## src/rtl/issue_dispatch.sv

```systemverilog
// Issue buffer between decode and the execution units: an in-order circular FIFO
// whose head entry is steered to the ALU RS, branch unit or load-store unit by fu_sel.
package issue_dispatch_pkg;

  typedef enum logic [2:0] {
    FU_SEL_NONE   = 3'd0,
    FU_SEL_RS     = 3'd1,
    FU_SEL_BRANCH = 3'd2,
    FU_SEL_LOAD   = 3'd3
  } fu_sel_e;

  typedef struct packed {
    logic [31:0] imm;
    logic [4:0]  rs1;
    logic [4:0]  rs2;
    logic [4:0]  rd;
    logic [3:0]  alu_op;
    logic [31:0] pc;
    logic [1:0]  thread_id;
    logic [2:0]  fu_sel;
  } decode_issue_struct_o;

endpackage

module issue_dispatch
  import issue_dispatch_pkg::*;
#(
  parameter int unsigned DEPTH = 4
) (
  input  logic                       clk,
  input  logic                       rst_n,
  input  decode_issue_struct_o       issue_i,
  input  logic                       issue_valid_i,
  output logic                       stall_o,
  input  logic                       flush_i,
  output logic                       rs_valid_o,
  output logic                       br_valid_o,
  output logic                       ld_valid_o,
  input  logic                       rs_ready_i,
  input  logic                       br_ready_i,
  input  logic                       ld_ready_i,
  output decode_issue_struct_o       disp_o,
  output logic [$clog2(DEPTH):0]     count_o,
  output logic                       illegal_o
);

  localparam int unsigned PW = $clog2(DEPTH);
  localparam logic [PW:0] FULL_COUNT = DEPTH[PW:0];

  typedef enum logic [1:0] {
    ROUTE_RS,
    ROUTE_BR,
    ROUTE_LD,
    ROUTE_ILL
  } route_e;

  decode_issue_struct_o mem [DEPTH];
  decode_issue_struct_o head;
  logic [PW-1:0]        wr_ptr;
  logic [PW-1:0]        rd_ptr;
  logic [PW:0]          count;
  route_e               route;
  logic                 offer;
  logic                 push;
  logic                 pop;

  assign head    = mem[rd_ptr];
  assign disp_o  = head;
  assign count_o = count;
  assign stall_o = (count == FULL_COUNT);

  always_comb begin
    route = ROUTE_ILL;
    case (head.fu_sel)
      FU_SEL_NONE,
      FU_SEL_RS:     route = ROUTE_RS;
      FU_SEL_BRANCH: route = ROUTE_BR;
      FU_SEL_LOAD:   route = ROUTE_LD;
      default:       route = ROUTE_ILL;
    endcase
  end

  // Flush suppresses both the offer and the pop, so nothing leaves during a flush cycle.
  assign offer      = (count != '0) && !flush_i;
  assign rs_valid_o = offer && (route == ROUTE_RS);
  assign br_valid_o = offer && (route == ROUTE_BR);
  assign ld_valid_o = offer && (route == ROUTE_LD);

  assign pop  = (rs_valid_o && rs_ready_i) ||
                (br_valid_o && br_ready_i) ||
                (ld_valid_o && ld_ready_i) ||
                (offer && (route == ROUTE_ILL));
  // Full is judged on the pre-pop count: no push slips in while a full buffer drains.
  assign push = issue_valid_i && !stall_o && !flush_i;

  always_ff @(posedge clk) begin
    if (push) begin
      mem[wr_ptr] <= issue_i;
    end
  end

  // DEPTH is a power of two, so pointers wrap by natural overflow.
  always_ff @(posedge clk or negedge rst_n) begin
    if (!rst_n) begin
      wr_ptr    <= '0;
      rd_ptr    <= '0;
      count     <= '0;
      illegal_o <= 1'b0;
    end else if (flush_i) begin
      wr_ptr    <= '0;
      rd_ptr    <= '0;
      count     <= '0;
      illegal_o <= 1'b0;
    end else begin
      if (push) begin
        wr_ptr <= wr_ptr + 1'b1;
      end
      if (pop) begin
        rd_ptr <= rd_ptr + 1'b1;
      end
      case ({push, pop})
        2'b10:   count <= count + 1'b1;
        2'b01:   count <= count - 1'b1;
        default: count <= count;
      endcase
      illegal_o <= offer && (route == ROUTE_ILL);
    end
  end

endmodule

```

## config.mk

```make
export PLATFORM = sky130hd
export DESIGN_NAME = issue_dispatch
export DESIGN_NICKNAME = d
export VERILOG_FILES = /design/src/rtl/issue_dispatch.sv
export SDC_FILE = /design/constraint.sdc
export NUM_CORES = 1
export LEC_CHECK = 0
export CAP_MARGIN = 20
export CORE_MARGIN = 4
export CORE_UTILIZATION = 56
export CTS_CLUSTER_DIAMETER = 30
export DETAILED_ROUTE_END_ITERATION = 6
export HOLD_SLACK_MARGIN = 0.12
export PLACE_DENSITY = 0.78
export SYNTH_ARGS = -nofsm -noshare
export SYNTH_HDL_FRONTEND = slang
export SYNTH_SLANG_ARGS = --single-unit
```

## constraint.sdc

```tcl
create_clock -name clk -period 9.4 [get_ports clk]
set_clock_uncertainty 0.2 [all_clocks]
set_input_delay 1.88 -clock clk [delete_from_list [all_inputs] [get_ports clk]]
set_output_delay 1.88 -clock clk [all_outputs]
set_load 0.05 [all_outputs]
```

==> flow_summary.toml, run 1 <==
[synth]
ys_seq_elements = 360
yosysUniqueCellTypes = 37
syn_area_um2 = 13300
avgSynthCellArea_um2 = 24.8
synth-edff-count = 352
synth_cells = 535
yosysWarnings = 0
synth_top_flop_cell = "edfxtp_1"
syn-num-nets = 635
seq_area_frac_synth = 0.811
async_reset_ff_frac = 0.0222

[worst_setup_path]
worst_path_max_delay_cell = "clkdlybuf4s50_1"
cp.arrival_ns = 4.18
crit_family = "buffers and inverters"
worstPathCellList = "clkdlybuf4s50_1 -> or2_2 -> nor2_1 -> nand2_1 -> nor2_1 -> clkdlybuf4s50_1"
worst_setup_path_startpoint = "flush_i"
cp-end-kind = "output port"
critPathKind = "in2out"
required_ns = 7.32
worstSetupStartpointType = "primary input"
path_buf_inv = 2
cp_max_fo = 16
cpPeakStageDelay_ns = 0.82
r2r-start = "rd_ptr[1]"

[status]
run_status = "completed"

[floorplanning]
die_h_um = 162
start_util = 0.567
ios = 191
coreArea_um2 = 23400
dieArea_um2 = 26200
fp.dieW_um = 162
rows = 56

[power]
irDropWorstVdd_mv = 0.180
p_leak_nw = 5.65
pwr_density_cell_nw_per_um2 = 292

[finish]
areaGrowthSynthToFinish_pct = 32.2
regArea_um2 = 10800
nets = 869
final_area_um2 = 17500
multiInputGateArea_um2 = 2400
drive_gt1_frac = 0.242
diodes = 0
n_fill_cell = 1313

[global_route]
grt_use_total = 0.201
grt_pass1_vias = 7050
gr-usage-met3 = 0.0457
antenna_found_initial = 0
grt_pass1_wl_um = 40300
grt.busiest_layer = "met2"
use_met1 = 0.254
gr-usage-met2 = 0.349
gr-total-overflow = 0
grt_max_degree = 73

[detailed_routing]
first_iter_violations = 460
wl_um = 26000
routed_via_density = 5.58
vias = 6324
wl_per_cell_um = 22.9
drtAntennaViolNets = 0
drcViolationCount = 0
drt_first_pass_iters = 4

[job]
max_cap_violations = 0

[placement]
dp_hpwl_um = 14800
postPlaceCellArea_um2 = 15500
gp_congestion = 0.792
place.port_buffers = 190

[timing]
worst_pin_slew_ns = 1.09
grt_setup_unrepaired = "no"
slew_violations = 0
period_minus_slack_ns = 6.26
fin_tns_setup_ns = 0
finalHoldViolCount = 0
relSlewSlack = 0.275
setup_violations = 0
fmax_mhz = 160
finalCritPeriodShare = 0.666

[clock_tree]
cts_made_buffers = 57
cts_hold_buf = 0
path_clk_slew_ns = 0.05
cts_max_level = 2
cts_buffer_depth = 3
cts_tree = "done"
post_cts_buffers = 0
cts_resized = 0
clk_root_buffer_cell = "clkbuf_16"
worstSkewPairLatency_ns = 0.54
cts.sinks = 360

[worst_hold_path]
hold_class = "reg2reg"
hp-start = "wr_ptr[1]"
## routing by layer
layer | share of wire | vias to the layer above
met4 | 0.027 | 0
met1 | 0.38 | 3271
met3 | 0.058 | 53
li1 | - | 2776
met5 | 0 | -
met2 | 0.54 | 224
## worst reg2reg max path, cell delays in order (launching register included)
cell and delay [ns]:
dfrtp_4 0.65, buf_4 0.85, mux4_2 0.49, mux2_4 0.34, a211o_1 0.39, nand2_1 0.16, nor2_1 0.08, fa_1 0.44
nand2b_1 0.10, nor2_1 0.04, o22ai_1 0.11, o311ai_0 0.16
## power by group
| group | total, mW | switching, mW | internal (mW) | leakage (nW) |
|---|---|---|---|---|
| registers | 1.93 | 0.0680 | 1.86 | 3.30 |
| logic | 1.12 | 0.683 | 0.434 | 1.43 |
| clock network | 2.08 | 0.695 | 1.38 | 0.923 |
| total | 5.12 | 1.45 | 3.68 | 5.65 |
## flip-flops by register name (all words and copies together) (netlist names)
register and count:
mem 352, wr_ptr 2, count_o 3, illegal_o 1, rd_ptr 2
## logic make-up after synthesis
group           share of synthesized area
compound gates                    0.00698
xor+xnor                         0.000660
fa+ha+maj                         0.00528
buf+inv                           0.00867
flops                               0.811
mux                                 0.151
simple gates                       0.0158
## through the flow
stage / total power, mW / worst slack, ns / hold WS, ns / utilization / std cells
6_report: 5.12 / 3.14 / 0.403 / 0.750 / 1134
5_1_grt: 5.30 / 3.02 / 0.424 / 0.750 / 1134
4_1_cts: 5.17 / 3.16 / 0.389 / 0.747 / 1132
3_5_place_dp: 3.08 / 3.17 / 0.373 / 0.664 / 1027
3_3_place_gp: 3.06 / 3.26 / 0.365 / 0.664 / 1027
2_1_floorplan: 2.71 / 3.96 / 0.343 / - / 535
## area by class of cell
cell class,count,share of cell area
Clock inverter,41,0.0282
Tap cell,319,0.0228
Inverter,5,0.00107
Sequential cell,360,0.614
Multi-Input combinational cell,147,0.137
Timing Repair Buffer,198,0.114
Clock buffer,64,0.0828
## cells in the mapped netlist, types with 2 or more instances
master / instances / area (µm²)
nand2b_1: 3 / 18.8
nand2_1: 7 / 26.3
buf_1: 7 / 26.3
buf_2: 2 / 10.0
dfrtp_1: 8 / 200
ha_1: 4 / 50.1
nor2_1: 9 / 33.8
edfxtp_1: 352 / 10600
nor4_1: 2 / 12.5
a21oi_1: 4 / 20.0
nor3_1: 2 / 10.0
clkbuf_1: 13 / 48.8
inv_1: 5 / 18.8
and2_1: 6 / 37.5
mux4_2: 88 / 1980
o22ai_1: 2 / 12.5
## cell usage in the layout, fill, tap and decap left out, types with 2 or more instances in the layout
cell type,count
clkinvlp_4,9
dfrtp_1,6
clkinv_4,4
clkdlybuf4s50_1,190
edfxtp_1,352
clkinv_1,8
dfrtp_4,2
o22ai_1,2
nor3_1,2
a21oi_1,4
nor4_1,2
nor2_1,9
buf_16,2
clkinv_2,7
and2_4,4
clkbuf_1,7
and2_1,2
inv_6,3
inv_1,5
bufinv_16,10
clkbuf_16,57
ha_1,4
nand2_1,7
nand2b_1,3
mux4_2,88
buf_4,6
## final timing paths
kind	slack (ns)	to	depth (start not counted)
setup / recovery	3.14	br_valid_o	6
hold / removal	0.40	wr_ptr[1]	2
setup reg to reg	5.23	count_o[1]	11
hold reg to reg	0.40	wr_ptr[1]	2
max in group asynchronous	7.23	rd_ptr[1]	1
min in group asynchronous	1.44	rd_ptr[0]	1
Note: power is estimated with default switching activity, not from simulation.
==> inputs of run 2 (changes only) <==
Settings changed: CORE_UTILIZATION 56 to 54, PLACE_DENSITY 0.78 to 0.75.
Clock period 9.4 ns to 6 ns, I/O delays scaled along.
==> flow_summary.toml, run 2 (synthesis gave the netlist of run 1 again) <==
[status]
run_status = "completed"

[floorplanning]
start_util = 0.547
die_h_um = 165
rows = 57
fp.dieW_um = 165
dieArea_um2 = 27200
coreArea_um2 = 24200
ios = 191

[global_route]
antenna_found_initial = 2
gr-usage-met2 = 0.328
grt_max_degree = 63
grt_pass1_wl_um = 40200
grt_pass1_vias = 7016
gr-total-overflow = 0
use_met1 = 0.247
gr-usage-met3 = 0.0664
grt_use_total = 0.197
grt.busiest_layer = "met2"

[detailed_routing]
drt_first_pass_iters = 4
vias = 6351
wl_per_cell_um = 22.9
drtAntennaViolNets = 0
routed_via_density = 5.53
first_iter_violations = 455
wl_um = 26300
drcViolationCount = 0

[clock_tree]
worstSkewPairLatency_ns = 0.56
cts_resized = 0
cts_tree = "done"
clk_root_buffer_cell = "clkbuf_16"
cts_made_buffers = 59
cts.sinks = 360
cts_buffer_depth = 3
cts_max_level = 2
path_clk_slew_ns = 0.06
post_cts_buffers = 0
cts_hold_buf = 0

[placement]
gp_congestion = 0.808
postPlaceCellArea_um2 = 15600
place.port_buffers = 190
dpl.cell_count = 1037
dp_hpwl_um = 15600
pre_cts_slack_ns = 1.16

[timing]
period_minus_slack_ns = 5.04
finalHoldViolCount = 0
grt_setup_unrepaired = "no"
relSlewSlack = 0.336
slew_violations = 0
worst_pin_slew_ns = 0.997
fin_tns_setup_ns = 0
finalCritPeriodShare = 0.839
setup_slack_ns = 0.963
setup_violations = 0
hold_slack_ns = 0.423
fmax_mhz = 199

[worst_hold_path]
hp-start = "wr_ptr[1]"
hold_class = "reg2reg"

[finish]
fin_cells = 1149
drive_gt1_frac = 0.262
largest_reg_flops = 352
areaGrowthSynthToFinish_pct = 32.7
final_area_um2 = 17600
regMostFlops = "mem"
final_cell_mix = "edfxtp_1, clkdlybuf4s50_1, mux4_2"
nets = 874
final_common_cell = "edfxtp_1"

[job]
max_cap_violations = 0

[worst_setup_path]
required_ns = 4.60
cp-end-kind = "output port"
cp_max_fo = 48
r2r-start = "rd_ptr[0]"
worstSetupStartpointType = "flip-flop"
cp.arrival_ns = 3.64
critPathKind = "reg2out"
worst_setup_path_startpoint = "rd_ptr[0]"

[power]
irDropWorstVdd_mv = 0.327
p_leak_nw = 5.71
pwr_density_cell_nw_per_um2 = 459
[run 2: cell type report]
cell class | count | area (µm²)
antenna | 1 | 2.50
timing repair buffer | 201 | 1980
multi-input combinational | 147 | 2400
clock inverter | 46 | 460
clock buffer | 65 | 1560
inverter | 5 | 18.8
sequential | 360 | 10800
tap | 324 | 405
fill | 1380 | 6640
[run 2: final timing paths]
path / endpoint / slack, ns / depth (start not counted)
max: disp_o[22] / 0.96 / 3
min: wr_ptr[1] / 0.42 / 2
max reg2reg: count_o[1] / 2.12 / 10
min reg2reg: wr_ptr[1] / 0.42 / 2
max in group asynchronous: rd_ptr[0] / 4.60 / 1
min in group asynchronous: count_o[2] / 0.71 / 1
[run 2: where the power goes]
part           internal (mW)  switching (mW)
sequential              2.91           0.122
clock                   2.09            1.21
combinational          0.678            1.06
total                   5.68            2.39
[run 2: through the flow]
step           power [mW]  utilization
6_report             8.08        0.726
4_1_cts              8.16        0.726
3_5_place_dp         4.84        0.643
5_1_grt              8.36        0.726
2_1_floorplan        4.24            -
3_3_place_gp         4.80        0.643
[run 2: layer usage]
metal  vias to the layer above  part of all wire
li1                       2798                 -
met5                         -           0.00099
met1                      3254              0.37
met2                       256              0.52
met3                        39             0.088
met4                         4             0.019
[run 2: worst max-delay path: stages, from the launching register on]
cell	delay [ns]
dfrtp_4	1.07
buf_4	0.59
mux4_2	0.59
clkdlybuf4s50_1	0.76
==> inputs of run 3 (changes only) <==
Settings changed: CORE_UTILIZATION 54 to 49, PLACE_DENSITY 0.75 to 0.72.
Clock period 6 ns to 4.28 ns, I/O delays scaled along.
==> flow_summary.toml, run 3 (synthesis gave the netlist of run 1 again) <==
[finish]
fin_util = 0.685
regMostFlops = "mem"
largest_reg_flops = 352
final_common_cell = "edfxtp_1"
diodes = 0
fin_cells = 1180
areaGrowthSynthToFinish_pct = 35.9
drive_gt1_frac = 0.266
final_cell_mix = "edfxtp_1, clkdlybuf4s50_1, mux4_2"
nets = 893

[placement]
place.port_buffers = 190
dpl.cell_count = 1057
pre_cts_slack_ns = 0.603
gp_congestion = 0.729
dp_hpwl_um = 16000

[detailed_routing]
wl_per_cell_um = 22.8
vias = 6493
drt_first_pass_iters = 5
routed_via_density = 5.50
drtAntennaViolNets = 0
first_iter_violations = 450
wl_um = 26900
drcViolationCount = 0

[worst_setup_path]
critPathKind = "reg2out"
cp_max_fo = 49
cpPeakStageDelay_ns = 0.77
worstPathCellList = "buf_12 -> mux4_2 -> clkdlybuf4s50_1"
worstSetupStartpointType = "flip-flop"
path_buf_inv = 2
crit_family = "buffers and inverters"
r2r-start = "rd_ptr[0]"
cp.arrival_ns = 2.83
r2r-end = "count_o[1]"
reg2reg_slack_ns = 0.84
worst_path_max_delay_cell = "clkdlybuf4s50_1"
required_ns = 3.22
cp-end-kind = "output port"
r2r_cells = 8

[worst_hold_path]
hp-start = "wr_ptr[1]"
holdPathStages = 2
hold_class = "reg2reg"
min_to = "wr_ptr[1]"

[timing]
worst_pin_slew_ns = 0.626
relSlewSlack = 0.582
fin_tns_setup_ns = 0
setup_violations = 0
finalHoldViolCount = 0
period_minus_slack_ns = 3.89
slew_violations = 0
finalCritPeriodShare = 0.908
grt_setup_unrepaired = "no"
setup_slack_ns = 0.393
fmax_mhz = 257

[power]
pwr_density_cell_nw_per_um2 = 660
irDropWorstVdd_mv = 0.419
p_leak_nw = 5.90

[job]
max_cap_violations = 0

[global_route]
antenna_found_initial = 2
grt_pass1_vias = 7366
gr-total-overflow = 0
grt_pass1_wl_um = 42100
grt_max_degree = 53
grt_use_total = 0.181

[clock_tree]
cts_max_level = 3
post_cts_buffers = 0
worstSkewPairLatency_ns = 0.52
cts_tree = "done"
cts_buffer_depth = 3
cts_hold_buf = 0
cts_resized = 0
path_clk_slew_ns = 0.04
clk_root_buffer_cell = "clkbuf_16"
cts_made_buffers = 69
cts.sinks = 360

[floorplanning]
start_util = 0.504
coreArea_um2 = 26400
fp.dieW_um = 173
dieArea_um2 = 29800
ios = 191
die_h_um = 173
rows = 59

[status]
run_status = "completed"
-- run 3: final cells by class --
cell class | count | area [µm²]
Clock buffer | 77 | 1760
Clock inverter | 46 | 522
Fill cell | 1645 | 8310
Inverter | 5 | 18.8
Multi-Input combinational cell | 147 | 2400
Sequential cell | 360 | 10800
Tap cell | 335 | 419
Timing Repair Buffer | 210 | 2150
-- run 3: layer usage --
metal / global-route usage / vias up / wire length (µm)
met1: 0.219 / 3382 / 10300
met3: 0.0651 / 48 / 2240
met2: 0.310 / 230 / 13900
met5: 0 / - / 27
met4: 0.0562 / 4 / 485
li1: - / 2829 / -
-- run 3: worst max-delay path by stage --
stage / start / to / slack [ns] / depth (start not counted)
final: rd_ptr[0] / disp_o[87] / 0.39 / 3
after global routing: rd_ptr[0] / disp_o[6] / 0.22 / 3
after CTS: rd_ptr[0] / disp_o[26] / 0.31 / 3
after detailed placement: flush_i / rs_valid_o / 0.60 / 4
after global placement: flush_i / rs_valid_o / 0.59 / 4
after floorplan: flush_i / mem[0][0] / 0.34 / 3
-- run 3: worst register-to-register path, stage by stage, from the launching register on --
cell	delay, ns
dfrtp_4	0.57
mux4_2	0.64
mux2_4	0.36
a211o_1	0.38
nand2_1	0.15
nor2_1	0.08
fa_1	0.49
nand2b_1	0.08
o311ai_0	0.36
-- run 3: per-stage QoR --
| step | area, µm² | hold slack (ns) | total power, mW |
|---|---|---|---|
| after floorplan | 13300 | 0.343 | 5.95 |
| after global placement | 15800 | 0.355 | 6.78 |
| after detailed placement | 15800 | 0.397 | 6.82 |
| after CTS | 18000 | 0.409 | 12.0 |
| after global routing | 18000 | 0.437 | 12.3 |
| final | 18000 | 0.409 | 11.9 |
-- run 3: power by group --
group | switching, mW | leakage [nW] | total (mW) | internal [mW]
Clock | 1.67 | 1.09 | 5.17 | 3.50
Combinational | 1.58 | 1.51 | 2.56 | 0.979
Sequential | 0.0868 | 3.30 | 4.18 | 4.09
Total | 3.34 | 5.90 | 11.9 | 8.57
